**config.mk**
```make
export PLATFORM = sky130hd
export DESIGN_NAME = fsm_ksa_shuffler_flat
export DESIGN_NICKNAME = d
export VERILOG_FILES = /design/src/rtl/fsm_ksa_shuffler_if.sv /design/src/rtl/fsm_ksa_shuffler.sv /design/src/flat_wrapper.sv
export SDC_FILE = /design/constraint.sdc
export NUM_CORES = 1
export LEC_CHECK = 0
export CORE_ASPECT_RATIO = 2
export CORE_MARGIN = 2
export CORE_UTILIZATION = 50
export CTS_CLUSTER_DIAMETER = 100
export CTS_CLUSTER_SIZE = 30
export DETAILED_ROUTE_END_ITERATION = 16
export GPL_TIMING_DRIVEN = 0
export HOLD_SLACK_MARGIN = 0.05
export PLACE_DENSITY = 0.75
export SLEW_MARGIN = 25
export SYNTH_ARGS = -nofsm -noshare
export SYNTH_HDL_FRONTEND = slang
export SYNTH_SLANG_ARGS = --single-unit
```
**constraint.sdc**
```tcl
create_clock -name clk -period 3.4 [get_ports clk]
set_clock_uncertainty 0.15 [all_clocks]
set_input_delay 0.51 -clock clk [delete_from_list [all_inputs] [get_ports clk]]
set_output_delay 0.51 -clock clk [all_outputs]
set_load 0.02 [all_outputs]
```
**src/rtl/fsm_ksa_shuffler_if.sv**
```systemverilog
// Controller handshake and working-RAM port bundle for the RC4 key-scheduling stage.
// The master side is the controller plus RAM; the slave side is the shuffler.
interface fsm_ksa_shuffler_if;
  logic        start;
  logic        finish_ack;
  logic [23:0] secret_key;
  logic [7:0]  q_S;
  logic [7:0]  Address_S;
  logic [7:0]  data_S;
  logic        wren_S;
  logic        busy;
  logic        finish;

  modport master (
    output start, finish_ack, secret_key, q_S,
    input  Address_S, data_S, wren_S, busy, finish
  );

  modport slave (
    input  start, finish_ack, secret_key, q_S,
    output Address_S, data_S, wren_S, busy, finish
  );
endinterface

```
**src/rtl/fsm_ksa_shuffler.sv**
```systemverilog
// RC4 key-scheduling stage: optional identity fill of S, then the 256-step KSA swap loop.
// Define KSA_INIT_FILL_EN to build in the S[i]=i fill phase ahead of the swap loop.
module fsm_ksa_shuffler (
  input logic              clk,
  input logic              rst_n,
  fsm_ksa_shuffler_if.slave bus
);

  typedef enum logic [3:0] {
    IDLE    = 4'd0,
    FILL    = 4'd1,
    RD_I    = 4'd2,
    WT_I    = 4'd3,
    CALC_J  = 4'd4,
    RD_J    = 4'd5,
    WT_J    = 4'd6,
    WR_I    = 4'd7,
    WR_I_EN = 4'd8,
    WR_J    = 4'd9,
    WR_J_EN = 4'd10,
    NEXT    = 4'd11,
    DONE    = 4'd12
  } state_t;

  state_t      state;
  logic [7:0]  i, j, si, sj;
  logic [1:0]  kidx;
  logic [23:0] key_r;
  logic [7:0]  key_byte;
  logic [7:0]  addr_r, data_r;
  logic        busy_r, finish_r;

  always_comb begin
    case (kidx)
      2'd0:    key_byte = key_r[23:16];
      2'd1:    key_byte = key_r[15:8];
      default: key_byte = key_r[7:0];
    endcase
  end

  // Decoded straight from state so an async reset drops the strobe at once.
  assign bus.wren_S    = (state == FILL) || (state == WR_I_EN) || (state == WR_J_EN);
  assign bus.Address_S = addr_r;
  assign bus.data_S    = data_r;
  assign bus.busy      = busy_r;
  assign bus.finish    = finish_r;

  always_ff @(posedge clk or negedge rst_n) begin
    if (!rst_n) begin
      state    <= IDLE;
      i        <= 8'd0;
      j        <= 8'd0;
      si       <= 8'd0;
      sj       <= 8'd0;
      kidx     <= 2'd0;
      key_r    <= 24'd0;
      addr_r   <= 8'd0;
      data_r   <= 8'd0;
      busy_r   <= 1'b0;
      finish_r <= 1'b0;
    end else begin
      case (state)
        IDLE: begin
          if (bus.start) begin
            key_r  <= bus.secret_key;
            i      <= 8'd0;
            j      <= 8'd0;
            si     <= 8'd0;
            sj     <= 8'd0;
            kidx   <= 2'd0;
            addr_r <= 8'd0;
            data_r <= 8'd0;
            busy_r <= 1'b1;
`ifdef KSA_INIT_FILL_EN
            state  <= FILL;
`else
            state  <= RD_I;
`endif
          end
        end
`ifdef KSA_INIT_FILL_EN
        // Address/data run one ahead of i so each FILL cycle presents S[i]=i.
        FILL: begin
          if (i == 8'hFF) begin
            i     <= 8'd0;
            state <= RD_I;
          end else begin
            i      <= i + 8'd1;
            addr_r <= i + 8'd1;
            data_r <= i + 8'd1;
          end
        end
`endif
        RD_I: begin
          addr_r <= i;
          state  <= WT_I;
        end
        WT_I:   state <= CALC_J;
        CALC_J: begin
          si    <= bus.q_S;
          j     <= j + bus.q_S + key_byte;
          state <= RD_J;
        end
        RD_J: begin
          addr_r <= j;
          state  <= WT_J;
        end
        WT_J:   state <= WR_I;
        WR_I: begin
          sj     <= bus.q_S;
          addr_r <= i;
          data_r <= bus.q_S;
          state  <= WR_I_EN;
        end
        WR_I_EN: begin
          data_r <= sj;
          state  <= WR_J;
        end
        // When i==j this rewrites the same address with si, which is the right final value.
        WR_J: begin
          addr_r <= j;
          data_r <= si;
          state  <= WR_J_EN;
        end
        WR_J_EN: state <= NEXT;
        NEXT: begin
          if (i == 8'hFF) begin
            finish_r <= 1'b1;
            state    <= DONE;
          end else begin
            i     <= i + 8'd1;
            kidx  <= (kidx == 2'd2) ? 2'd0 : kidx + 2'd1;
            state <= RD_I;
          end
        end
        DONE: begin
          if (bus.finish_ack) begin
            finish_r <= 1'b0;
            busy_r   <= 1'b0;
            state    <= IDLE;
          end
        end
        default: begin
          finish_r <= 1'b0;
          busy_r   <= 1'b0;
          state    <= IDLE;
        end
      endcase
    end
  end

endmodule

```
**src/flat_wrapper.sv**
```systemverilog
// flat-port wrapper written by rule: the top's interface ports become plain ports
module fsm_ksa_shuffler_flat 
  (clk, rst_n, bus_start, bus_finish_ack, bus_secret_key, bus_q_S, bus_Address_S, bus_data_S, bus_wren_S, bus_busy, bus_finish);
  fsm_ksa_shuffler_if bus_i ();
  input logic clk;
  input logic rst_n;
  input wire logic [$bits(bus_i.start)-1:0] bus_start;
  input wire logic [$bits(bus_i.finish_ack)-1:0] bus_finish_ack;
  input wire logic [$bits(bus_i.secret_key)-1:0] bus_secret_key;
  input wire logic [$bits(bus_i.q_S)-1:0] bus_q_S;
  output wire logic [$bits(bus_i.Address_S)-1:0] bus_Address_S;
  output wire logic [$bits(bus_i.data_S)-1:0] bus_data_S;
  output wire logic [$bits(bus_i.wren_S)-1:0] bus_wren_S;
  output wire logic [$bits(bus_i.busy)-1:0] bus_busy;
  output wire logic [$bits(bus_i.finish)-1:0] bus_finish;
  assign bus_i.start = bus_start;
  assign bus_i.finish_ack = bus_finish_ack;
  assign bus_i.secret_key = bus_secret_key;
  assign bus_i.q_S = bus_q_S;
  assign bus_Address_S = bus_i.Address_S;
  assign bus_data_S = bus_i.data_S;
  assign bus_wren_S = bus_i.wren_S;
  assign bus_busy = bus_i.busy;
  assign bus_finish = bus_i.finish;
  fsm_ksa_shuffler u_core (.clk(clk), .rst_n(rst_n), .bus(bus_i));
endmodule
```
==> run summary, run 1 <==
status -> complete, no violations
IO Count -> 55
layout cells sized above 1 -> 0.1006
minimum clock period -> 3.185 ns
setup ws final -> 0.2147 ns
antenna violations before repair -> 0
ranking of synthesized cells by area -> dfrtp_1 48%, nand2_1 8.9%, mux2i_1 4.5%
worst reg2reg path depth -> 14
predominant post-synthesis flop cell -> dfrtp_1
Mapped Avg Cell Area -> 9.283 um2
commonest non-fill, non-tap cell in the layout -> nand2_1
total global routing overflow -> 0
WL met3 -> 341 um
pin count of the biggest net entering global routing -> 44
area leader, netlist -> dfrtp_1
n_diodes -> 0
placed cells -> 604
clk root buf -> clkbuf_16
die area -> 0.009166 mm2
element type at the critical path end -> flop
Data required, critical path -> 3.51 ns
signal arrival time at the worst endpoint -> 3.29 ns
worst-path fanout max -> 10
CTS tree -> yes
Rel. slew slack -> 0.5502
Final setup viols -> 0
H-tree Lvls -> 3
maxcap violations -> 0
FF+latch count, synth -> 80
Final Hold Fails -> 0
wire per inst -> 15.64 um
clock transition at the registers of the reported paths -> 0.06 ns
maximum vdd drop -> 0.0005401 V
total power draw -> 4.053 mW
clock tree sinks -> 80
Hold EP -> u_core.key_r[14]
Placeable Area -> 0.008233 mm2
Post-Layout Cell Count -> 625
R2R setup slack -> 0.21 ns
DP HPWL -> 7336 um
post-synthesis cell count -> 451
Slew Limit Fails -> 0
fmax -> 0.3139 GHz
startpoint types -> flop
detailed-route via count -> 3,393
highest-count cells in the layout ignoring fill and taps -> 99 x nand2_1, 79 x dfrtp_1, 53 x clkdlybuf4s50_1
Final #Nets -> 577
Starting Density -> 0.5085
final core occ -> 0.6325
post-synthesis instance area -> 0.004187 mm2
Hold Path Cell Cnt -> 2
hold path start -> u_core.key_r[14]
multi-input gate area in the final layout -> 0.001912 mm2
DR WL met2 -> 5501 um
Tot GR Track Use -> 0.2444
Max clock buf depth -> 2
GPL Wtd Cong -> 0.8972
Clk pwr share -> 0.234
switch share -> 0.3918
Psw -> 1.588 mW
layout filler cell count -> 701
Synth async-reset ratio -> 1.000
M1 WL -> 3530 um
fin crit share -> 0.9368
Die X-Extent -> 68.71 um
I/O Buffers -> 54
vias per cell -> 5.429
# DRC -> 0
reg-to-reg startpoint -> u_core.kidx[1]
Worst Hold Class -> flop to flop
Static Leak -> 2.468 nW
max layer used -> met4
Logic pwr share -> 0.425
# rows -> 47
internal power -> 2.465 mW
Setup CP Type -> flop to flop
Yosys warnings -> 0
Pre-Repair DR Iteration Count -> 5
Area Growth Syn to Fin -> 24.39%
Die Y -> 133.4 um
Routed Antenna Nets -> 0
first-pass GRT wire length -> 16,420 um
TritonCTS buffer count -> 9
post-synth top area share -> 0.4782
Flop pwr share -> 0.342
synthesized net count -> 506
FF/Latch Area -> 0.002003 mm2
worst slack at placement -> -0.2349 ns
number of synthesized flops with an enable pin -> 0
number of global-route vias before repair -> 3,437
worst skew pair latency -> 0.34 ns
wirelength, routed -> 9776 um
Power Dens Cells -> 778.3 mW/mm2
Worst R2R End -> u_core.j[7]
initial DRC count -> 281
library cells used by synthesis -> 46
RSZ-0062 raised after global routing -> no
sequential fraction of the synthesis area -> 0.4782
Worst Tran Pin Value -> 0.6710 ns
-- layout make-up --
class,instances,share of cell area
timing repair buffer,61,0.1163
inverter,45,0.03244
tap,98,0.02355
buffer,19,0.02018
multi-input combinational,306,0.3671
clock buffer,11,0.04469
clock inverter,5,0.01105
sequential,80,0.3847
-- worst max-delay path by stage --
stage,to,start,depth (start not counted)
finish,u_core.j[7],u_core.kidx[1],14
global route,u_core.j[7],u_core.kidx[1],14
CTS,u_core.j[7],u_core.kidx[1],14
detailed placement,u_core.j[7],u_core.kidx[0],15
global placement,u_core.bus.data_S[5],rst_n,1
floorplan,u_core.j[7],u_core.kidx[0],15
-- flip-flops by register name, indices dropped and copies added (netlist names) --
| signal | cells |
|---|---|
| u_core.bus.data_S | 8 |
| u_core.bus.Address_S | 8 |
| u_core.state | 4 |
| u_core.key_r | 24 |
| u_core.i | 8 |
| u_core.sj | 8 |
| u_core.si | 8 |
| u_core.bus.busy | 1 |
| u_core.bus.finish | 1 |
| u_core.kidx | 2 |
| u_core.j | 8 |
-- logic make-up (layout without fill, tap and decap cells) --
| group | Yosys count | after routing | synth area share |
|---|---|---|---|
| AND/OR/NAND/NOR | 161 | 161 | 0.1632 |
| AO/OA/AOI/OAI | 96 | 96 | 0.1530 |
| flip-flops | 80 | 80 | 0.4782 |
| buffers and inverters | 65 | 141 | 0.06605 |
| adder cells (fa/ha/maj) | 19 | 19 | 0.07113 |
| multiplexers | 19 | 19 | 0.04543 |
| XOR/XNOR | 11 | 11 | 0.02301 |
-- critical path, cell delays in order, from the launching register on --
cell	delay, ns
dfrtp_1	0.35
buf_2	0.17
clkbuf_2	0.21
a21oi_2	0.17
fa_1	0.42
inv_1	0.07
ha_1	0.16
inv_1	0.06
fa_1	0.41
nor2b_1	0.21
o31ai_1	0.12
a21oi_1	0.17
xnor2_1	0.11
o21ba_2	0.19
o21ai_0	0.13
-- per-stage QoR --
stage	area, um2	hold slack, ns	TNS (ns)
2_1_floorplan	4187	0.06441	0
3_3_place_gp	4850	0.3077	-87.98
3_5_place_dp	4867	0.3119	-0.2349
4_1_cts	5165	0.3270	0
5_1_grt	5207	0.3418	0
6_report	5207	0.3229	0
-- power by group through the flow --
stage / clock, mW / combinational (mW) / sequential (mW)
after global routing: 1.01 / 1.97 / 1.41
after CTS: 0.968 / 1.72 / 1.38
after detailed placement: 0 / 1.70 / 1.39
after global placement: 0 / 1.63 / 1.38
after floorplan: 0 / 1.27 / 1.34
final: 0.947 / 1.72 / 1.39
-- per-layer routing --
layer | vias to the layer above | GRT usage
li1 | 1650 | -
met1 | 1638 | 0.2720
met2 | 83 | 0.4236
met3 | 22 | 0.05321
met4 | 0 | 0.1155
met5 | - | 0
-- repair_timing --
item / in CTS / in global routing
endpoints found under the setup margin: 1 / 1
hold buffers: 1 / 0
endpoints found under the hold margin: 42 / 0
buffers inserted: 0 / 5
pin swaps: 0 / 0
resized for setup: 1 / 3
-- synth_stat cells (2+ instances only) --
| cell | number |
|---|---|
| nand2_1 | 99 |
| dfrtp_1 | 80 |
| inv_1 | 44 |
| nor2_1 | 34 |
| a21oi_1 | 29 |
| o21ai_0 | 29 |
| mux2i_1 | 19 |
| nand3_1 | 12 |
| buf_2 | 11 |
| ha_1 | 11 |
| a22o_1 | 10 |
| a222oi_1 | 8 |
| fa_1 | 8 |
| xnor2_1 | 8 |
| clkbuf_1 | 6 |
| nor3_1 | 3 |
| o22ai_1 | 3 |
| xor2_1 | 3 |
| a21o_1 | 2 |
| a21oi_2 | 2 |
| buf_6 | 2 |
| nand2b_1 | 2 |
| o21ai_1 | 2 |
| o31ai_1 | 2 |
Power figures use the tool's default switching activity.
==> run 2: changes to the inputs <==
--- a/config.mk
+++ b/config.mk
@@ -13,8 +13,9 @@
 export DETAILED_ROUTE_END_ITERATION = 16
 export GPL_TIMING_DRIVEN = 0
 export HOLD_SLACK_MARGIN = 0.05
+export MAX_ROUTING_LAYER = met4
 export PLACE_DENSITY = 0.75
-export SLEW_MARGIN = 25
+export SLEW_MARGIN = 20
 export SYNTH_ARGS = -nofsm -noshare
 export SYNTH_HDL_FRONTEND = slang
 export SYNTH_SLANG_ARGS = --single-unit
==> run 2 against run 1 <==
  * Sequential share of layout area is 0.16 points lower
  * Non-clock buffer count stayed put
  * Sequential power hardly changed
  * Design area is 0.41% higher
  * Largest power group unchanged
  * Register-to-register slack hardly changed
  * Largest cell class unchanged
==> run summary, run 2 (synthesis results as in run 1) <==
status -> complete, no violations (unchanged)
maxcap violations -> 0 (unchanged)
GPL Wtd Cong -> 0.9155 (was 0.8972)
layout cells sized above 1 -> 0.1044 (was 0.1006)
# DRC -> 0 (unchanged)
max reg flops -> 24 (unchanged)
Pre-Repair DR Iteration Count -> 4 (was 5)
TritonCTS buffer count -> 9 (unchanged)
Routed Antenna Nets -> 0 (unchanged)
max incr delay on CP -> 0.42 ns (about the same)
Final setup viols -> 0 (unchanged)
wirelength, routed -> 9750 um (was 9776 um)
Worst Tran Pin Value -> 0.7039 ns (was 0.6710 ns)
sum of negative setup slack -> 0 ns (unchanged)
Die X-Extent -> 68.71 um (unchanged)
Final #Nets -> 577 (unchanged)
Rel. slew slack -> 0.5282 (was 0.5502)
clock transition at the registers of the reported paths -> 0.06 ns (about the same)
Data required, critical path -> 3.51 ns (about the same)
minimum clock period -> 3.180 ns (was 3.185 ns)
Logic pwr share -> 0.423 (was 0.425)
n_diodes -> 0 (unchanged)
H-tree Lvls -> 3 (unchanged)
total global routing overflow -> 0 (unchanged)
detailed-route via count -> 3,360 (was 3,393)
RSZ-0062 raised after global routing -> no (unchanged)
fin crit share -> 0.9353 (was 0.9368)
Flop pwr share -> 0.339 (was 0.342)
internal power -> 2.473 mW (was 2.465 mW)
signal arrival time at the worst endpoint -> 3.29 ns (about the same)
Clk pwr share -> 0.238 (was 0.234)
commonest non-fill, non-tap cell in the layout -> nand2_1 (unchanged)
I/O Buffers -> 54 (unchanged)
Area Growth Syn to Fin -> 24.90% (was 24.39%)
Starting Density -> 0.5085 (unchanged)
worst skew pair latency -> 0.34 ns (about the same)
Power Dens Cells -> 780.4 mW/mm2 (was 778.3 mW/mm2)
maximum vdd drop -> 0.0005068 V (was 0.0005401 V)
Slew Limit Fails -> 0 (unchanged)
Static Leak -> 2.478 nW (was 2.468 nW)
cell area after layout -> 0.005229 mm2 (was 0.005207 mm2)
clock tree sinks -> 80 (unchanged)
Final Hold Fails -> 0 (unchanged)
DP HPWL -> 7391 um (was 7336 um)
first-pass GRT wire length -> 16,330 um (was 16,420 um)
max layer used -> met4 (unchanged)
clk root buf -> clkbuf_16 (unchanged)
fmax -> 0.3145 GHz (was 0.3139 GHz)
Tot GR Track Use -> 0.2476 (was 0.2444)
pin count of the biggest net entering global routing -> 60 (was 44)
antenna violations before repair -> 0 (unchanged)
wire per inst -> 15.60 um (was 15.64 um)
initial DRC count -> 259 (was 281)
worst-path fanout max -> 10 (unchanged)
element type at the critical path end -> flop (unchanged)
placed inst area -> 0.004875 mm2 (was 0.004867 mm2)
CTS tree -> yes (unchanged)
die area -> 0.009166 mm2 (unchanged)
vias per cell -> 5.376 (was 5.429)
crit path cell chain -> buf_2, clkbuf_2, a21oi_2, fa_1, inv_1, ha_1, inv_1, fa_1, nor2b_1, o31ai_1, a21oi_1, xnor2_1, o21ba_2, o21ai_0 (unchanged)
switch share -> 0.3940 (was 0.3918)
Die Y -> 133.4 um (unchanged)
startpoint types -> flop (unchanged)
# rows -> 47 (unchanged)
DR WL met2 -> 5469 um (was 5501 um)
number of global-route vias before repair -> 3,447 (was 3,437)
Largest Register -> u_core.key_r (unchanged)
WL met3 -> 352 um (was 341 um)
Psw -> 1.608 mW (was 1.588 mW)
highest-count cells in the layout ignoring fill and taps -> 99 x nand2_1, 79 x dfrtp_1, 53 x clkdlybuf4s50_1 (unchanged)
IO Count -> 55 (unchanged)
CP max stage cell -> fa_1 (unchanged)
M1 WL -> 3481 um (was 3530 um)
Worst Hold Class -> flop to flop (unchanged)
Placeable Area -> 0.008233 mm2 (unchanged)
Max clock buf depth -> 2 (unchanged)
Setup CP Type -> flop to flop (unchanged)
-- run 2: changes by cell type in the layout (fill, tap and decap cells not counted) --
cell and delta:
buf_12 -1, buf_16 +1, clkbuf_1 -2, clkinv_2 -1, clkinv_4 +1, inv_6 +2
-- run 2: worst paths after layout --
| kind | startpoint | endpoint | slack, ns | cells after the start |
|---|---|---|---|---|
| worst min-delay path | u_core.key_r[14] | u_core.key_r[14] | 0.32 | 2 |
| worst min register to register | u_core.key_r[14] | u_core.key_r[14] | 0.32 | 2 |
| worst max-delay path | u_core.kidx[1] | u_core.j[7] | 0.22 | 14 |
| max in group asynchronous | rst_n | u_core.key_r[18] | 2.06 | 3 |
| min in group asynchronous | rst_n | u_core.bus.Address_S[4] | 0.45 | 2 |
| worst max register to register | u_core.kidx[1] | u_core.j[7] | 0.22 | 14 |
-- run 2: metrics by stage --
stage	power [mW]	worst slack [ns]	util	std cells	hold WS, ns
2_1_floorplan	2.605	0.1936	-	451	0.06441
3_3_place_gp	3.018	-1.106	0.5891	603	0.3079
3_5_place_dp	3.104	-0.2192	0.5921	604	0.2787
4_1_cts	4.094	0.04853	0.6299	620	0.3277
5_1_grt	4.405	0.03231	0.6351	625	0.3500
6_report	4.081	0.2200	0.6351	625	0.3223
-- run 2: final cells by class --
| type | instances | area (um2) |
|---|---|---|
| multi-input cells | 306 | 1912 |
| fillers | 694 | 3004 |
| flip-flops and latches | 80 | 2003 |
| repair buffers | 61 | 613.1 |
| well taps | 98 | 122.6 |
| clock buffers | 9 | 225.2 |
| inverters | 45 | 168.9 |
| plain buffers | 19 | 105.1 |
| clock inverters | 7 | 78.83 |
-- run 2: layer usage --
layer	global-route usage	vias up
met5	-	-
met4	0.1481	0
met3	0.05659	22
met2	0.3996	96
met1	0.2663	1589
li1	-	1653
-- run 2: repair_timing --
action | CTS | global route
setup buffers | 0 | 5
pin swaps | 0 | 0
endpoints found under the hold margin | 21 | 0
hold buffers | 1 | 0
resized for setup | 1 | 3
endpoints found under the setup margin | 1 | 1
-- run 2: worst max-delay path: cells and delay by family (launching register included) --
family	cells	cell delay [ns]
flops	1	0.35
simple gates	1	0.20
xor+xnor	1	0.11
fa+ha+maj	3	0.98
buf+inv	4	0.51
compound gates	5	0.79
-- run 2: power by group through the flow --
stage / Sequential (mW) / Clock (mW) / Combinational [mW]
after detailed placement: 1.39 / 0 / 1.71
after floorplan: 1.34 / 0 / 1.27
after CTS: 1.39 / 0.992 / 1.72
after global routing: 1.41 / 1.03 / 1.96
final: 1.38 / 0.973 / 1.72
after global placement: 1.38 / 0 / 1.64
==> run 3: changes to the inputs <==
--- a/config.mk
+++ b/config.mk
@@ -8,12 +8,11 @@
 export CORE_ASPECT_RATIO = 2
 export CORE_MARGIN = 2
 export CORE_UTILIZATION = 50
-export CTS_CLUSTER_DIAMETER = 100
+export CTS_CLUSTER_DIAMETER = 50
 export CTS_CLUSTER_SIZE = 30
 export DETAILED_ROUTE_END_ITERATION = 16
 export GPL_TIMING_DRIVEN = 0
 export HOLD_SLACK_MARGIN = 0.05
-export MAX_ROUTING_LAYER = met4
 export PLACE_DENSITY = 0.75
 export SLEW_MARGIN = 20
 export SYNTH_ARGS = -nofsm -noshare
==> run 3 against run 2 <==
  * Sequential share of layout area about the same
  * Register-to-register slack worse by 0.02 ns
  * Worst hold slack got worse by 0.0016 ns
  * Worst setup slack got worse by 0.017 ns
  * Sequential power hardly changed
  * Critical endpoint unchanged
==> run summary, run 3 (synthesis results as in run 1) <==
status -> complete, no violations (unchanged)
sum of negative setup slack -> 0 ns (unchanged)
fmax -> 0.3128 GHz (was 0.3145 GHz)
Flop pwr share -> 0.340 (was 0.339)
initial DRC count -> 294 (was 259)
Largest Register -> u_core.key_r (unchanged)
first-pass GRT wire length -> 16,260 um (was 16,330 um)
Die X-Extent -> 68.71 um (unchanged)
H-tree Lvls -> 3 (unchanged)
IO Count -> 55 (unchanged)
# rows -> 47 (unchanged)
GPL Wtd Cong -> 0.8972 (was 0.9155)
TritonCTS buffer count -> 9 (unchanged)
Final #Nets -> 577 (unchanged)
Hold EP -> u_core.key_r[14] (unchanged)
reg-to-reg startpoint -> u_core.kidx[1] (unchanged)
multi-input gate area in the final layout -> 0.001912 mm2 (unchanged)
fin crit share -> 0.9404 (was 0.9353)
Final setup viols -> 0 (unchanged)
Final Hold Fails -> 0 (unchanged)
number of global-route vias before repair -> 3,423 (was 3,447)
vias per cell -> 5.363 (was 5.376)
Starting Density -> 0.5085 (unchanged)
detailed-route via count -> 3,352 (was 3,360)
FF/Latch Area -> 0.002003 mm2 (unchanged)
maxcap violations -> 0 (unchanged)
pin count of the biggest net entering global routing -> 60 (unchanged)
maximum vdd drop -> 0.0004038 V (was 0.0005068 V)
highest-count cells in the layout ignoring fill and taps -> 99 x nand2_1, 79 x dfrtp_1, 53 x clkdlybuf4s50_1 (unchanged)
Static Leak -> 2.481 nW (was 2.478 nW)
total global routing overflow -> 0 (unchanged)
n_diodes -> 0 (unchanged)
Placeable Area -> 0.008233 mm2 (unchanged)
layout cells sized above 1 -> 0.1044 (unchanged)
signal arrival time at the worst endpoint -> 3.31 ns (was 3.29 ns)
wirelength, routed -> 9656 um (was 9750 um)
commonest non-fill, non-tap cell in the layout -> nand2_1 (unchanged)
R2R setup slack -> 0.20 ns (was 0.22 ns)
Die Y -> 133.4 um (unchanged)
Area Growth Syn to Fin -> 24.75% (was 24.90%)
clock transition at the registers of the reported paths -> 0.06 ns (about the same)
Worst Tran Pin Value -> 0.6553 ns (was 0.7039 ns)
antenna violations before repair -> 0 (unchanged)
placed cells -> 604 (unchanged)
Setup CP Type -> flop to flop (unchanged)
Psw -> 1.598 mW (was 1.608 mW)
startpoint types -> flop (unchanged)
Rel. slew slack -> 0.5608 (was 0.5282)
Max clock buf depth -> 2 (unchanged)
internal power -> 2.466 mW (was 2.473 mW)
layout filler cell count -> 694 (unchanged)
element type at the critical path end -> flop (unchanged)
clk root buf -> clkbuf_16 (unchanged)
Post-Layout Cell Count -> 625 (unchanged)
Worst R2R End -> u_core.j[7] (unchanged)
worst skew pair latency -> 0.34 ns (about the same)
cell area after layout -> 0.005223 mm2 (was 0.005229 mm2)
placed inst area -> 0.004875 mm2 (unchanged)
# DRC -> 0 (unchanged)
CTS tree -> yes (unchanged)
Tot GR Track Use -> 0.2402 (was 0.2476)
I/O Buffers -> 54 (unchanged)
wire per inst -> 15.45 um (was 15.60 um)
Worst Hold Class -> flop to flop (unchanged)
clock tree sinks -> 80 (unchanged)
Hold Path Cell Cnt -> 2 (unchanged)
max reg flops -> 24 (unchanged)
RSZ-0062 raised after global routing -> no (unchanged)
Power Dens Cells -> 778.2 mW/mm2 (was 780.4 mW/mm2)
Routed Antenna Nets -> 0 (unchanged)
Slew Limit Fails -> 0 (unchanged)
worst reg2reg path depth -> 14 (unchanged)
Logic pwr share -> 0.424 (was 0.423)
Clk pwr share -> 0.236 (was 0.238)
Data required, critical path -> 3.51 ns (about the same)
worst-path fanout max -> 10 (unchanged)
minimum clock period -> 3.197 ns (was 3.180 ns)
die area -> 0.009166 mm2 (unchanged)
Pre-Repair DR Iteration Count -> 4 (unchanged)
hold path start -> u_core.key_r[14] (unchanged)
DP HPWL -> 7317 um (was 7391 um)
switch share -> 0.3933 (was 0.3940)
run 3: changes by cell type in the layout (fill, tap and decap cells not counted):
cell | before | now
clkinv_4 | 1 | 2
clkinvlp_4 | 3 | 2
inv_6 | 2 | 0
clkinv_2 | 0 | 2
run 3: critical path: stages (launching register included):
cell	delay (ns)
dfrtp_1	0.35
buf_2	0.17
clkbuf_2	0.21
a21oi_2	0.17
fa_1	0.42
inv_1	0.06
ha_1	0.17
inv_1	0.06
fa_1	0.41
nor2b_1	0.21
o31ai_1	0.12
a21oi_1	0.17
xnor2_1	0.11
o21ba_2	0.19
o21ai_0	0.13
run 3: per-stage QoR:
| step | hold WS [ns] | util | setup WS [ns] | total power [mW] |
|---|---|---|---|---|
| detailed placement | 0.2784 | 0.5921 | -0.2355 | 3.095 |
| finish | 0.3207 | 0.6343 | 0.2026 | 4.064 |
| global route | 0.3451 | 0.6343 | 0.02398 | 4.378 |
| floorplan | 0.06441 | - | 0.1936 | 2.605 |
| global placement | 0.3077 | 0.5891 | -1.105 | 3.014 |
| CTS | 0.3273 | 0.6292 | 0.05221 | 4.067 |
run 3: final cells by class:
| type | count | area share |
|---|---|---|
| timing repair buffer | 61 | 0.1174 |
| sequential | 80 | 0.3836 |
| buffer | 19 | 0.02012 |
| clock buffer | 9 | 0.04312 |
| clock inverter | 7 | 0.01390 |
| inverter | 45 | 0.03234 |
| tap | 98 | 0.02348 |
| multi-input combinational | 306 | 0.3661 |
run 3: how the worst max path moves through the flow:
| stage | startpoint | to | slack, ns | cells after the start |
|---|---|---|---|---|
| floorplan | u_core.kidx[0] | u_core.j[7] | 0.19 | 15 |
| detailed placement | u_core.kidx[0] | u_core.j[7] | -0.24 | 15 |
| finish | u_core.kidx[1] | u_core.j[7] | 0.20 | 14 |
| global placement | rst_n | u_core.bus.data_S[5] | -1.11 | 1 |
| CTS | u_core.kidx[1] | u_core.j[7] | 0.05 | 14 |
| global route | u_core.kidx[1] | u_core.j[7] | 0.02 | 14 |
run 3: metal layers:
metal  track usage  vias up  share of wire
li1              -     1642              -
met1        0.2737     1607           0.37
met2        0.4156       77           0.56
met3       0.03547       26          0.031
met4        0.1242        0          0.035
met5             0        -              0
run 3: power groups by stage:
stage,Sequential (mW),Combinational [mW],Clock (mW)
after floorplan,1.34,1.27,0
after detailed placement,1.39,1.70,0
after CTS,1.38,1.71,0.974
after global routing,1.41,1.96,1.01
after global placement,1.38,1.63,0
final,1.38,1.72,0.959
run 3: repair_timing:
item / in CTS / in global routing
gates resized for setup: 1 / 3
setup endpoints to repair: 1 / 1
buffers inserted: 0 / 5
gates cloned: 0 / 0
endpoints found under the hold margin: 21 / 0
hold buffers: 1 / 0
